$ cat config.mk
export PLATFORM = sky130hd
export DESIGN_NAME = fp_div
export DESIGN_NICKNAME = d
export VERILOG_FILES = /design/src/rtl/fp_pkg.sv /design/src/rtl/fp_div_mant_iter.sv /design/src/rtl/fp_div.sv
export SDC_FILE = /design/constraint.sdc
export NUM_CORES = 1
export LEC_CHECK = 0
export CORE_MARGIN = 4
export CORE_UTILIZATION = 45
export DETAILED_ROUTE_END_ITERATION = 7
export GPL_TIMING_DRIVEN = 1
export HOLD_SLACK_MARGIN = 0.02
export PLACE_DENSITY_LB_ADDON = 0.12
export SLEW_MARGIN = 10
export SYNTH_ARGS = -nofsm -noshare
export SYNTH_HDL_FRONTEND = slang
export SYNTH_SLANG_ARGS = --single-unit
$ cat constraint.sdc
create_clock -name clk -period 5.7 [get_ports clk]
set_input_delay 1.14 -clock clk [delete_from_list [all_inputs] [get_ports clk]]
set_output_delay 1.14 -clock clk [all_outputs]
set_load 0.1 [all_outputs]
$ cat src/rtl/fp_pkg.sv
// Shared binary32 constants, exception coding, FSM states and operand classification
// for the floating-point divider.
package fp_pkg;
   localparam int EXP_W  = 8;
   localparam int MAN_W  = 23;
   localparam int BIAS   = 127;
   localparam int ITER_N = 27;
   localparam logic [31:0] QNAN = 32'h7FC00000;

   typedef enum logic [1:0] {
      EXC_NONE    = 2'b00,
      EXC_DIV0    = 2'b01,
      EXC_INVALID = 2'b10,
      EXC_RANGE   = 2'b11
   } exc_t;

   typedef enum logic [1:0] {
      ST_IDLE,
      ST_UNPACK,
      ST_ITER,
      ST_ROUND
   } state_t;

   typedef struct packed {
      logic is_zero;
      logic is_inf;
      logic is_nan;
      logic is_denorm;
   } fp_class_t;

   function automatic fp_class_t fp_classify(input logic [31:0] x);
      fp_class_t c;
      logic exp_zero;
      logic exp_ones;
      logic frac_zero;
      exp_zero    = (x[EXP_W+MAN_W-1:MAN_W] == '0);
      exp_ones    = (x[EXP_W+MAN_W-1:MAN_W] == '1);
      frac_zero   = (x[MAN_W-1:0] == '0);
      c.is_zero   = exp_zero & frac_zero;
      c.is_denorm = exp_zero & ~frac_zero;
      c.is_inf    = exp_ones & frac_zero;
      c.is_nan    = exp_ones & ~frac_zero;
      return c;
   endfunction
endpackage

$ cat src/rtl/fp_div_mant_iter.sv
// Restoring mantissa divider: one quotient bit per enabled step, MSB first,
// remainder doubled after each compare/subtract.
module fp_div_mant_iter
   import fp_pkg::*;
(
   input  logic             clk,
   input  logic             rst_n,
   input  logic             load,
   input  logic             step,
   input  logic [MAN_W:0]   ma,
   input  logic [MAN_W:0]   mb,
   output logic [MAN_W+3:0] q,
   output logic [MAN_W+1:0] rem
);
   logic [MAN_W:0]   mb_reg;
   logic [MAN_W+3:0] q_reg;
   logic [MAN_W+1:0] rem_reg;
   logic [MAN_W+1:0] rem_sel;
   logic             ge;

   // rem stays below 2*mb, so the doubled remainder always fits in MAN_W+2 bits
   assign ge      = (rem_reg >= {1'b0, mb_reg});
   assign rem_sel = ge ? (rem_reg - {1'b0, mb_reg}) : rem_reg;

   always_ff @(posedge clk or negedge rst_n) begin
      if (!rst_n) begin
         mb_reg  <= '0;
         q_reg   <= '0;
         rem_reg <= '0;
      end else if (load) begin
         mb_reg  <= mb;
         q_reg   <= '0;
         rem_reg <= {1'b0, ma};
      end else if (step) begin
         q_reg   <= {q_reg[MAN_W+2:0], ge};
         rem_reg <= rem_sel << 1;
      end
   end

   assign q   = q_reg;
   assign rem = rem_reg;
endmodule

$ cat src/rtl/fp_div.sv
// Sequential binary32 divider: UNPACK, 27 restoring iterations, round-to-nearest-even,
// with special operands resolved during UNPACK and emitted at the same fixed latency.
module fp_div
   import fp_pkg::*;
(
   input  logic        clk,
   input  logic        rst_n,
   input  logic        start,
   input  logic [31:0] a,
   input  logic [31:0] b,
   output logic [31:0] result,
   output logic        done,
   output logic [1:0]  exception
);
   localparam logic signed [EXP_W+1:0] BIAS_S = 10'(BIAS);

   state_t state_reg, state_next;

   logic [31:0]              a_reg, b_reg;
   logic [4:0]               cnt_reg;
   logic                     sign_reg;
   logic signed [EXP_W+1:0]  exp_reg;
   logic                     special_reg;
   logic [31:0]              spec_res_reg;
   exc_t                     spec_exc_reg;
   logic [31:0]              result_reg;
   exc_t                     exc_reg;
   logic                     done_reg;

   logic                     load, step;
   logic [MAN_W+3:0]         q_w;
   logic [MAN_W+1:0]         rem_w;

   fp_class_t                ca, cb;
   logic                     za, zb;
   logic                     sign_unp;
   logic signed [EXP_W+1:0]  exp_unp;
   logic                     sp_hit;
   logic [31:0]              sp_res;
   exc_t                     sp_exc;

   logic                     msb, guard, sticky, round_up, carry;
   logic [MAN_W:0]           sig;
   logic [MAN_W+1:0]         sum;
   logic signed [EXP_W+1:0]  exp_adj, exp_fin;
   logic [31:0]              rnd_res;
   exc_t                     rnd_exc;

   // ---------------- control FSM ----------------
   always_ff @(posedge clk or negedge rst_n) begin
      if (!rst_n) state_reg <= ST_IDLE;
      else        state_reg <= state_next;
   end

   always_comb begin
      state_next = state_reg;
      load       = 1'b0;
      step       = 1'b0;
      if (start) begin
         state_next = ST_UNPACK;
      end else begin
         unique case (state_reg)
            ST_IDLE:   state_next = ST_IDLE;
            ST_UNPACK: begin
               load       = 1'b1;
               state_next = ST_ITER;
            end
            ST_ITER: begin
               step = 1'b1;
               if (cnt_reg == 5'(ITER_N - 1)) state_next = ST_ROUND;
            end
            ST_ROUND:  state_next = ST_IDLE;
            default:   state_next = ST_IDLE;
         endcase
      end
   end

   // ---------------- unpack and special-operand decode ----------------
   assign ca       = fp_classify(a_reg);
   assign cb       = fp_classify(b_reg);
   assign za       = ca.is_zero | ca.is_denorm;
   assign zb       = cb.is_zero | cb.is_denorm;
   assign sign_unp = a_reg[31] ^ b_reg[31];
   assign exp_unp  = $signed({2'b00, a_reg[30:23]}) - $signed({2'b00, b_reg[30:23]}) + BIAS_S;

   always_comb begin
      sp_hit = 1'b1;
      sp_res = QNAN;
      sp_exc = EXC_INVALID;
      if (ca.is_nan | cb.is_nan | (za & zb) | (ca.is_inf & cb.is_inf)) begin
         sp_res = QNAN;
         sp_exc = EXC_INVALID;
      end else if (zb) begin
         sp_res = {sign_unp, 8'hFF, 23'd0};
         sp_exc = EXC_DIV0;
      end else if (ca.is_inf) begin
         sp_res = {sign_unp, 8'hFF, 23'd0};
         sp_exc = EXC_NONE;
      end else if (cb.is_inf | za) begin
         sp_res = {sign_unp, 31'd0};
         sp_exc = EXC_NONE;
      end else begin
         sp_hit = 1'b0;
         sp_res = '0;
         sp_exc = EXC_NONE;
      end
   end

   fp_div_mant_iter u_iter (
      .clk   (clk),
      .rst_n (rst_n),
      .load  (load),
      .step  (step),
      .ma    ({1'b1, a_reg[MAN_W-1:0]}),
      .mb    ({1'b1, b_reg[MAN_W-1:0]}),
      .q     (q_w),
      .rem   (rem_w)
   );

   // ---------------- normalise and round ----------------
   always_comb begin
      msb      = q_w[MAN_W+3];
      sig      = q_w[MAN_W+3:3];
      guard    = q_w[2];
      sticky   = (|q_w[1:0]) | (|rem_w);
      exp_adj  = exp_reg;
      if (!msb) begin
         sig     = q_w[MAN_W+2:2];
         guard   = q_w[1];
         sticky  = q_w[0] | (|rem_w);
         exp_adj = exp_reg - 10'sd1;
      end
      round_up = guard & (sticky | sig[0]);
      sum      = {1'b0, sig} + {{(MAN_W+1){1'b0}}, round_up};
      carry    = sum[MAN_W+1];
      exp_fin  = exp_adj + $signed({9'd0, carry});
      rnd_res  = {sign_reg, exp_fin[7:0], carry ? sum[MAN_W:1] : sum[MAN_W-1:0]};
      rnd_exc  = EXC_NONE;
      if (exp_fin >= 10'sd255) begin
         rnd_res = {sign_reg, 8'hFF, 23'd0};
         rnd_exc = EXC_RANGE;
      end else if (exp_fin <= 10'sd0) begin
         rnd_res = {sign_reg, 31'd0};
         rnd_exc = EXC_RANGE;
      end
   end

   // ---------------- datapath registers ----------------
   always_ff @(posedge clk or negedge rst_n) begin
      if (!rst_n) begin
         a_reg        <= '0;
         b_reg        <= '0;
         cnt_reg      <= '0;
         sign_reg     <= 1'b0;
         exp_reg      <= '0;
         special_reg  <= 1'b0;
         spec_res_reg <= '0;
         spec_exc_reg <= EXC_NONE;
         result_reg   <= '0;
         exc_reg      <= EXC_NONE;
         done_reg     <= 1'b0;
      end else if (start) begin
         a_reg    <= a;
         b_reg    <= b;
         done_reg <= 1'b0;
      end else begin
         unique case (state_reg)
            ST_UNPACK: begin
               sign_reg     <= sign_unp;
               exp_reg      <= exp_unp;
               special_reg  <= sp_hit;
               spec_res_reg <= sp_res;
               spec_exc_reg <= sp_exc;
               cnt_reg      <= '0;
            end
            ST_ITER:  cnt_reg <= cnt_reg + 5'd1;
            ST_ROUND: begin
               result_reg <= special_reg ? spec_res_reg : rnd_res;
               exc_reg    <= special_reg ? spec_exc_reg : rnd_exc;
               done_reg   <= 1'b1;
            end
            default: ;
         endcase
      end
   end

   assign result    = result_reg;
   assign done      = done_reg;
   assign exception = exc_reg;
endmodule

# Yosys cells after proc, flatten, opt, wreduce, memory -nomap -nowiden
# Index checks and enable logic that the tools add are counted.
# W data, S select, Z words.
[totals]
inputBits = 67
n_memories = 0
wordCells = 106
latch_bits = 0
output_inout_bits = 35
rom_bits = 0
register_bits = 228
mem_bits_rw = 0
[op_classes]
shift = 0
add_sub_neg = 7
bitwise_logic = 24
order_cmp = 3
multipliers = 0
reduce_logical = 14
mux = 36
div_mod_pow = 0
eq_ne = 7
[op_table]
columns = ["op", "count"]
rows = [
  ["$mux W32", 5],
  ["$mux W31", 2],
  ["$mux W27", 2],
  ["$mux W25", 2],
  ["$mux W24", 2],
  ["$logic_not A23 Y1", 2],
  ["$add A24 B1 Y25", 1],
  ["$ge A25 B24 Y1", 1],
  ["$reduce_or A25 Y1", 1],
  ["$sub A24 B24 Y24", 1],
  ["$mux W23", 1],
  ["$eq A8 B8 Y1 const B", 2],
  ["$logic_not A8 Y1", 2],
  ["$mux W1", 13],
  ["$mux W2", 6],
  ["$and A1 B1 Y1", 11],
  ["$add A10 B2 Y10", 1],
  ["$add A9 B8 Y10 const B", 1],
  ["$ge A10 B9 Y1 const B", 1],
  ["$le A10 B1 Y1 const B", 1],
  ["$mux W10", 1],
  ["$pmux W5 S2", 1],
  ["$sub A10 B2 Y10 const B", 1],
  ["$or A1 B1 Y1", 9],
  ["other kinds (13)", 21],
]

# Depth between registers and ports, before layout
# Gate-level depths: netlist of the first run.
[depth]
ltp_word = 11
depth_mapped = 27
ltp_nobuf = 19

# By module
# Synthesis of the first run repeated with hierarchy kept, for this count alone.
[hier_totals]
hier_cells = 1257
area_unflattened_um2 = 11825.1
[by_module_without_submodules]
columns = ["mod", "seq_area_each_um2", "area_each_um2", "cells_each", "n_inst"]
rows = [
  ["fp_div", 3052.9, 7151.9, 743, 1],
  ["fp_div_mant_iter", 1901.8, 4673.2, 514, 1],
]

# Worst setup path before layout of the first run
# OpenSTA, ideal clock, no wires.
[synth_path]
path_type = "flip-flop to flip-flop"
start = "register u_iter.q_reg[26], in the netlist u_iter.q[26]"
end = "register result_reg[22], in the netlist result[22]"
required_ns = 5.631
path_stages_with_launch = 27
synth_period_minus_slack_ns = 5.848
setup_slack_ns = -0.148
arrival_ns = 5.779
path_cell_list = "dfrtp_1 -> buf_4 -> buf_2 -> buf_1 -> buf_1 -> clkbuf_1 -> buf_1 -> mux2_2 -> ha_1 -> nand3_1 -> nor4b_1 -> and2_1 -> nor2b_1 -> clkbuf_1 -> nand2_1 -> clkbuf_1 -> inv_1 -> ha_1 -> nor2b_1 -> a2111oi_0 -> o21ai_1 -> o41ai_1 -> xor2_1 -> nor4_2 -> nor3b_4 -> nor3b_4 -> a221o_1"
[synth_between]
elab_chain_len = 9
elab_cells_between_ends = 14
[synth_rtl]
columns = ["element", "line_no", "rtl"]
rows = [
  ["from (decl)", "fp_div_mant_iter.sv:16", "logic [MAN_W+3:0] q_reg;"],
  ["from (signal assigned)", "fp_div_mant_iter.sv:35", "q_reg <= {q_reg[MAN_W+2:0], ge};"],
  ["$mux W1 / $mux W24 (equally long branches)", "fp_div.sv:127", "if (!msb) begin"],
  ["$or A1 B1 Y1", "fp_div.sv:133", "round_up = guard & (sticky | sig[0]);"],
  ["$and A1 B1 Y1", "fp_div.sv:133", ""],
  ["$add A24 B1 Y25", "fp_div.sv:134", "sum = {1'b0, sig} + {{(MAN_W+1){1'b0}}, round_up};"],
  ["$add A10 B2 Y10", "fp_div.sv:136", "exp_fin = exp_adj + $signed({9'd0, carry});"],
  ["$le A10 B1 Y1", "fp_div.sv:142", "end else if (exp_fin <= 10'sd0) begin"],
  ["$mux W31", "fp_div.sv:142", ""],
  ["$mux W31 (*)", "fp_div.sv:139", "if (exp_fin >= 10'sd255) begin"],
  ["$mux W32 (*)", "fp_div.sv:178", "result_reg <= special_reg ? spec_res_reg : rnd_res;"],
  ["to (signal assigned)", "fp_div.sv:178", ""],
  ["to (decl)", "fp_div.sv:26", "logic [31:0] result_reg;"],
]
# Mark *: on every way between the ends. The rest lies on a longest branch, timed or not.
# A chain may end at the register's enable or synchronous reset.

# Final worst setup path of the first run
[layout_path]
start = "register u_iter.q_reg[26], in the netlist u_iter.q[26]"
end = "register result_reg[15], in the netlist result[15]"
# Same word-level chain as after synthesis.

==> summary.md, run 1 <==
| Metric | Value |
|---|---|
| Worst EP required | `6080 ps` |
| H-tree Lvls | `4` |
| Worst r2r path cells | `20` |
| Residual DRC count | `0` |
| Fin area | `0.0131 mm^2` |
| First-pass GRT wire length | `45000 um` |
| Post-Layout Cell Count | `about 1.5k` |
| Dpl cells | `1513` |
| Cell Rows | `57` |
| Clock root buffer | `clkbuf_16` |
| Maximum VDD drop | `approximately 0.00034 V` |
| Final global-route overflow total | `0` |
| Mapped Area | `0.0113 mm^2` |
| Post-Route Setup TNS | `0 ps` |
| Detailed-route via count | `8698` |
| Post-CTS setup buffer count | `0` |
| Max FO, Critical Path | `16` |
| Flops & latches, synth | `198` |
| Layout area overhead | `16.2%` |
| Post-Syn Nets | `1257` |
| Sequential Area | `0.00496 mm^2` |
| Main synth FF type | `dfrtp_1` |
| FFs w/ async S/R, synth | `100%` |
| Yosys cell types | `72` |
| I/O Buffers | `101` |
| Net count, final | `1319` |
| Worst-skew pair later-pin latency | `440 ps` |
| Die ar. | `0.0277 mm^2` |
| Max-slew headroom | `33.1%` |
| Max Cap Violations | `0` |
| Die width | `between 150 and 200 um` |
| Synth Instances | `1146` |
| Pleak | `0.00559 uW` |
| Clock-pin slew on the worst setup and hold paths | `70 ps` |
| RSZ-0062 raised after global routing | `false` |
| Clock Path Buffers | `2` |
| Die Y | `166 um` |
| I/O pin count | `between 100 and 150` |
| Fmax achieved | `between 200 and 250 MHz` |
| Tot GR Track Use | `approximately a fifth` |
| Post-layout min period | `about 4900 ps` |
| Final Hold Vio Count | `0` |
| Detailed Route WL | `26900 um` |
| CTS tree | `built` |
| Pre-Repair DR Iteration Count | `5` |
| Hold path cells | `2` |
| Multi-input gate area | `around 0.0059 mm^2` |
| Post-DP Area | `roughly 0.013 mm^2` |
| Total inserted antenna cells | `0` |
| Synth Warn # | `0` |
| Post-synth EDFFs | `0` |
| Hold WC Path Type | `flip-flop to flip-flop` |
| Final setup vio count | `0` |
| Setup crit end kind | `flip-flop` |
| Most frequent cells in the layout | `dfrtp_1, nand2_1, clkdlybuf4s50_1, o21ai_0, mux2_2` |
| Fin crit share | `a little under nine tenths` |
| CTS Sinks | `198` |
| Gpl congestion | `0.882` |
| Fraction of layout cells with a size suffix above 1 | `10.6%` |
| Standard cell core area | `0.0245 mm^2` |
| Largest net degree at the start of global routing | `118` |
| Worst setup SP type | `flip-flop` |
| Seq/Total Area, Yosys | `about 44%` |
| Worst-margin pin slew | `roughly 1000 ps` |
| Starting Density | `46.0%` |
| Avg Cell Area, Syn | `between 9 and 10 um^2` |
| Clk_skew | `16.4 ps` |
| TritonCTS Buffers | `17` |
| DR iter-0 viols | `636` |
| Routed length per instance | `17.4 um` |
| Avg Vias per Cell | `5.63` |
| Most common cell after layout, fill and taps aside | `dfrtp_1` |
| Vias in the first global route | `8483` |
| Final Util | `53.5%` |
| Status | `finished clean` |
| Initial antenna violation count | `0` |
| Post-DRT Antenna Nets | `0` |
| WHS | `450 ps` |
| Fillers | `2235` |
| Worst EP arrival | `5290 ps` |
| PwrDens | `468 mW/mm^2` |
| Pins Over Slew Limit | `0` |
| DPL Wire Length | `19400 um` |
| Critical path class | `flip-flop to flip-flop` |
==> synth_stat cells (9+ instances only) <==
cell type | instances | share of area [%]
clkbuf_1 | 51 | 1.7
a22o_1 | 55 | 4.3
a21o_1 | 13 | 0.86
nand4_1 | 15 | 0.83
and3_1 | 10 | 0.55
nand2_1 | 112 | 3.7
nor2_1 | 48 | 1.6
inv_1 | 50 | 1.7
mux2_2 | 62 | 6.2
o21a_1 | 12 | 0.80
buf_1 | 9 | 0.30
xor2_1 | 23 | 1.8
ha_1 | 42 | 4.7
a22oi_1 | 13 | 0.86
nor2b_1 | 18 | 1.0
dfrtp_1 | 198 | 44
nor4_1 | 23 | 1.3
a21oi_1 | 49 | 2.2
mux2i_1 | 32 | 2.8
nor3_1 | 20 | 0.89
xnor2_1 | 49 | 3.8
o21ai_0 | 88 | 3.9
nand3_1 | 27 | 1.2
nand2b_1 | 11 | 0.61
a31oi_1 | 9 | 0.50
==> power by group <==
group | switching, uW | total [uW] | internal (uW)
clock | 581 | 1180 | 598
combinational | 1720 | 2910 | 1180
sequential | 349 | 2060 | 1710
==> through the flow <==
| step | power, uW | worst slack (ps) |
|---|---|---|
| 3_3_place_gp | 4940 | 649 |
| 4_1_cts | 6170 | 464 |
| 5_1_grt | 6580 | 236 |
| 2_1_floorplan | 4270 | 104 |
| 3_5_place_dp | 4970 | 460 |
| 6_report | 6140 | 785 |
==> final cells by class <==
cell class | instances | share of cell area, %
Sequential cell | 198 | 37.8
Clock buffer | 20 | 3.48
Timing Repair Buffer | 110 | 8.32
Tap cell | 324 | 3.09
Clock inverter | 12 | 0.820
Inverter | 50 | 1.43
Multi-Input combinational cell | 831 | 45.1
==> critical path, cell delays in order, from the launching register on <==
cell and delay [ps]:
dfrtp_2 530, nand2b_1 240, a21boi_0 200, ha_1 230
nand3_1 120, nor4b_2 400, and2_1 230, nor2b_1 140
buf_4 160, nand2_1 80, inv_1 170, ha_1 280
nor2b_1 60, a2111oi_0 380, o21ai_1 120, o41ai_1 90
xor2_1 300, nor4_2 110, nor3b_4 290, nor3b_4 510
a22o_1 200
==> repair_timing <==
action                                  in CTS  in global routing
hold buffers                                 0                  0
gates resized for setup                      0                  2
endpoints found under the setup margin       0                 11
==> cell families after synthesis <==
family / Yosys count / synth area share (%)
muxes: 94 / 9.02
and+or+nand+nor: 325 / 14.9
DFF: 198 / 43.9
buffers and inverters: 117 / 4.01
AOI/OAI and AO/OA: 296 / 17.6
adders and majority gates: 44 / 5.01
xor gates and xnor gates: 72 / 5.59
==> worst paths after layout <==
path                                                from                            end  slack (ps)
hold reg to reg            u_iter.mb_reg[23]$_DFFE_PN0P_  u_iter.mb_reg[23]$_DFFE_PN0P_         450
hold / removal             u_iter.mb_reg[23]$_DFFE_PN0P_  u_iter.mb_reg[23]$_DFFE_PN0P_         450
max in group asynchronous                          rst_n       u_iter.q[26]$_DFFE_PN0P_        3870
setup reg to reg                u_iter.q[26]$_DFFE_PN0P_         result[15]$_DFFE_PN0P_         780
setup / recovery                u_iter.q[26]$_DFFE_PN0P_         result[15]$_DFFE_PN0P_         780
min in group asynchronous                          rst_n          result[9]$_DFFE_PN0P_         820
==> layer usage <==
metal	global-route usage, %	vias up	wire (um)
met5	0	-	0
met4	4.84	0	408
met3	2.88	24	892
met2	32.0	162	12800
met1	27.5	4233	12900
li1	-	4279	-
Note: power is estimated with default switching activity, not from simulation.
==> run 2: changes to the inputs <==
--- a/config.mk
+++ b/config.mk
@@ -5,12 +5,15 @@
 export SDC_FILE = /design/constraint.sdc
 export NUM_CORES = 1
 export LEC_CHECK = 0
+export CAP_MARGIN = 10
 export CORE_MARGIN = 4
 export CORE_UTILIZATION = 45
+export CTS_CLUSTER_SIZE = 16
 export DETAILED_ROUTE_END_ITERATION = 7
 export GPL_TIMING_DRIVEN = 1
 export HOLD_SLACK_MARGIN = 0.02
 export PLACE_DENSITY_LB_ADDON = 0.12
+export REMOVE_ABC_BUFFERS = 1
 export SLEW_MARGIN = 10
 export SYNTH_ARGS = -nofsm -noshare
 export SYNTH_HDL_FRONTEND = slang
==> run 2 against run 1 <==
  * Wire length is 2.8% lower
  * Hold slack better by 2.9 ps
  * Die area did not move
  * Worst setup slack got worse by 87 ps
  * Design area is 0.36% higher
  * Clock-buffer cell count down 1
  * Sequential power barely moved
  * Non-clock buffer count is 1 higher
  * First-iteration DRC count fell by 12%
==> summary.md, run 2 (same netlist as run 1, synthesis figures left out) <==
| Metric | Value |
|---|---|
| Fillers | `2231 (-0.18%)` |
| Max FO, Critical Path | `11 (-5)` |
| Vias in the first global route | `8440 (-0.51%)` |
| Critical path class | `flip-flop to flip-flop` |
| Most frequent cells in the layout | `dfrtp_1, nand2_1, clkdlybuf4s50_1, o21ai_0, mux2_2` |
| Post-DRT Antenna Nets | `0 (unchanged)` |
| Post-Layout Cell Count | `1545 (unchanged)` |
| Gpl congestion | `0.880 (-0.22%)` |
| Status | `finished clean` |
| I/O pin count | `102 (unchanged)` |
| CP cell instances | `nand2b_1 -> a21boi_0 -> ha_1 -> nand3_1 -> nor4b_2 -> and2_1 -> nor2b_1 -> buf_4 -> nand2_1 -> inv_1 -> ha_1 -> nor2b_1 -> a2111oi_0 -> o21ai_1 -> o41ai_1 -> xor2_1 -> nor4_2 -> nor3b_4 -> nor3b_4 -> a22o_1` |
| Sequential Area | `0.00496 mm^2 (unchanged)` |
| DPL Wire Length | `18800 um (-3.0%)` |
| Standard cell core area | `0.0245 mm^2 (unchanged)` |
| Detailed Route WL | `26200 um (-2.8%)` |
| Final global-route overflow total | `0 (unchanged)` |
| Clock Path Buffers | `2 (unchanged)` |
| TritonCTS Buffers | `17 (unchanged)` |
| First-pass GRT wire length | `43700 um (-2.9%)` |
| Most common cell after layout, fill and taps aside | `dfrtp_1` |
| Starting Density | `46.0% (unchanged)` |
| Maximum VDD drop | `0.000346 V (+0.97%)` |
| CP max stage cell | `nor3b_4` |
| Setup crit end kind | `flip-flop` |
| H-tree Lvls | `4 (unchanged)` |
| Initial antenna violation count | `0 (unchanged)` |
| Clock root buffer | `clkbuf_16` |
| Die Y | `166 um (unchanged)` |
| Die ar. | `0.0277 mm^2 (unchanged)` |
| Worst-skew pair later-pin latency | `430 ps (about the same)` |
| Net count, final | `1320 (+0.076%)` |
| Residual DRC count | `0 (unchanged)` |
| PwrDens | `471 mW/mm^2 (+0.57%)` |
| Worst EP arrival | `5370 ps (+80 ps)` |
| Crit path largest cell delay | `510 ps (-20 ps)` |
| Fraction of layout cells with a size suffix above 1 | `10.6% (+0.082 points)` |
| Fmax achieved | `200 MHz (-1.7%)` |
| Worst EP required | `6070 ps (about the same)` |
| Dpl cells | `1514 (+0.066%)` |
| Post-Route Setup TNS | `0 ps (unchanged)` |
| Tot GR Track Use | `18.9% (-0.64 points)` |
| Final Hold Vio Count | `0 (unchanged)` |
| Routed length per instance | `17.0 um (-2.8%)` |
| Worst r2r path cells | `20 (unchanged)` |
| Hold path cells | `2 (unchanged)` |
| Avg Vias per Cell | `5.59 (-0.74%)` |
| DR iter-0 viols | `562 (-12%)` |
| Post-layout min period | `5000 ps (+86.7 ps)` |
| Max Cap Violations | `0 (unchanged)` |
| Layout area overhead | `16.7%` |
| Cell Rows | `57 (unchanged)` |
| Clk_skew | `10.1 ps (-6.33 ps)` |
| Max-slew headroom | `32.9% (-0.19 points)` |
| Hold WC Path Type | `flip-flop to flip-flop` |
| CTS tree | `built` |
| Largest net degree at the start of global routing | `118 (unchanged)` |
| Pins Over Slew Limit | `0 (unchanged)` |
| Multi-input gate area | `0.00592 mm^2 (unchanged)` |
| I/O Buffers | `101 (unchanged)` |
| Final Util | `53.7% (+0.19 points)` |
| Worst setup SP type | `flip-flop` |
| CTS Sinks | `198 (unchanged)` |
| Total inserted antenna cells | `0 (unchanged)` |
| Clock-pin slew on the worst setup and hold paths | `70 ps (about the same)` |
| Pre-Repair DR Iteration Count | `5 (unchanged)` |
| Post-CTS setup buffer count | `0 (unchanged)` |
| RSZ-0062 raised after global routing | `false` |
| Fin crit share | `87.7% (+1.5 points)` |
| Detailed-route via count | `8634 (-0.74%)` |
| Final setup vio count | `0 (unchanged)` |
| Worst-margin pin slew | `1010 ps (+2.85 ps)` |
| Pleak | `0.00562 uW (+0.53%)` |
| Die width | `166 um (unchanged)` |
==> run 2: changes by cell type in the layout (fill, tap and decap cells not counted) <==
cell	change
clkinv_2	+4
bufinv_16	+3
inv_6	-3
clkinv_4	-2
inv_8	-2
buf_4	+1
clkbuf_1	-1
==> run 2: through the flow <==
stage / total power (uW) / area [um^2] / hold slack (ps) / setup slack, ps
after CTS: 6230 / 13200 / 456 / 369
after global routing: 6640 / 13200 / 488 / 228
final: 6200 / 13200 / 453 / 698
after detailed placement: 4960 / 12600 / 438 / 380
after global placement: 4930 / 12600 / 432 / 570
after floorplan: 4230 / 11000 / 418 / 100
==> run 2: path summary, 6_finish.rpt <==
check,endpoint,from,slack [ps]
worst max-delay path,result[7]$_DFFE_PN0P_,u_iter.q[26]$_DFFE_PN0P_,700
worst min-delay path,u_iter.mb_reg[23]$_DFFE_PN0P_,u_iter.mb_reg[23]$_DFFE_PN0P_,450
worst max register to register,result[7]$_DFFE_PN0P_,u_iter.q[26]$_DFFE_PN0P_,700
worst min register to register,u_iter.mb_reg[23]$_DFFE_PN0P_,u_iter.mb_reg[23]$_DFFE_PN0P_,450
max in group asynchronous,b_reg[19]$_DFFE_PN0P_,rst_n,3860
min in group asynchronous,result[5]$_DFFE_PN0P_,rst_n,750
==> run 2: repair_timing <==
item	CTS	global route
hold endpoints to repair	0	0
hold buffers	0	0
resized for setup	0	2
endpoints found under the setup margin	0	11
==> run 2: report_power, final <==
part	switching, uW	leakage, uW	internal (uW)	total [uW]
Clock	540	0.000295	713	1250
Combinational	1710	0.00285	1190	2900
Sequential	343	0.00248	1710	2050
==> run 2: metal layers <==
| metal | vias to the layer above | part of all wire (%) | GRT usage [%] | routed length, um |
|---|---|---|---|---|
| met1 | 4202 | 49 | 27.0 | 12900 |
| met2 | 146 | 46 | 30.0 | 12000 |
| met5 | - | 0 | 0 | 0 |
| met3 | 20 | 3.6 | 3.52 | 951 |
| li1 | 4266 | - | - | - |
| met4 | 0 | 1.5 | 4.48 | 388 |
==> run 2: worst max-delay path, delay by kind of cell, from the launching register on <==
family | cells | cell delay [ps]
XOR/XNOR | 1 | 300
flip-flops | 1 | 440
buffers and inverters | 2 | 440
adder cells (fa/ha/maj) | 2 | 530
AND/OR/NAND/NOR | 10 | 2270
AO/OA/AOI/OAI | 5 | 990
==> run 2: layout make-up <==
type / instances / area share [%]
clock buffers: 19 / 3.44
well taps: 324 / 3.08
repair buffers: 111 / 8.35
multi-input cells: 831 / 44.9
flip-flops and latches: 198 / 37.6
inverters: 50 / 1.43
clock inverters: 12 / 1.15
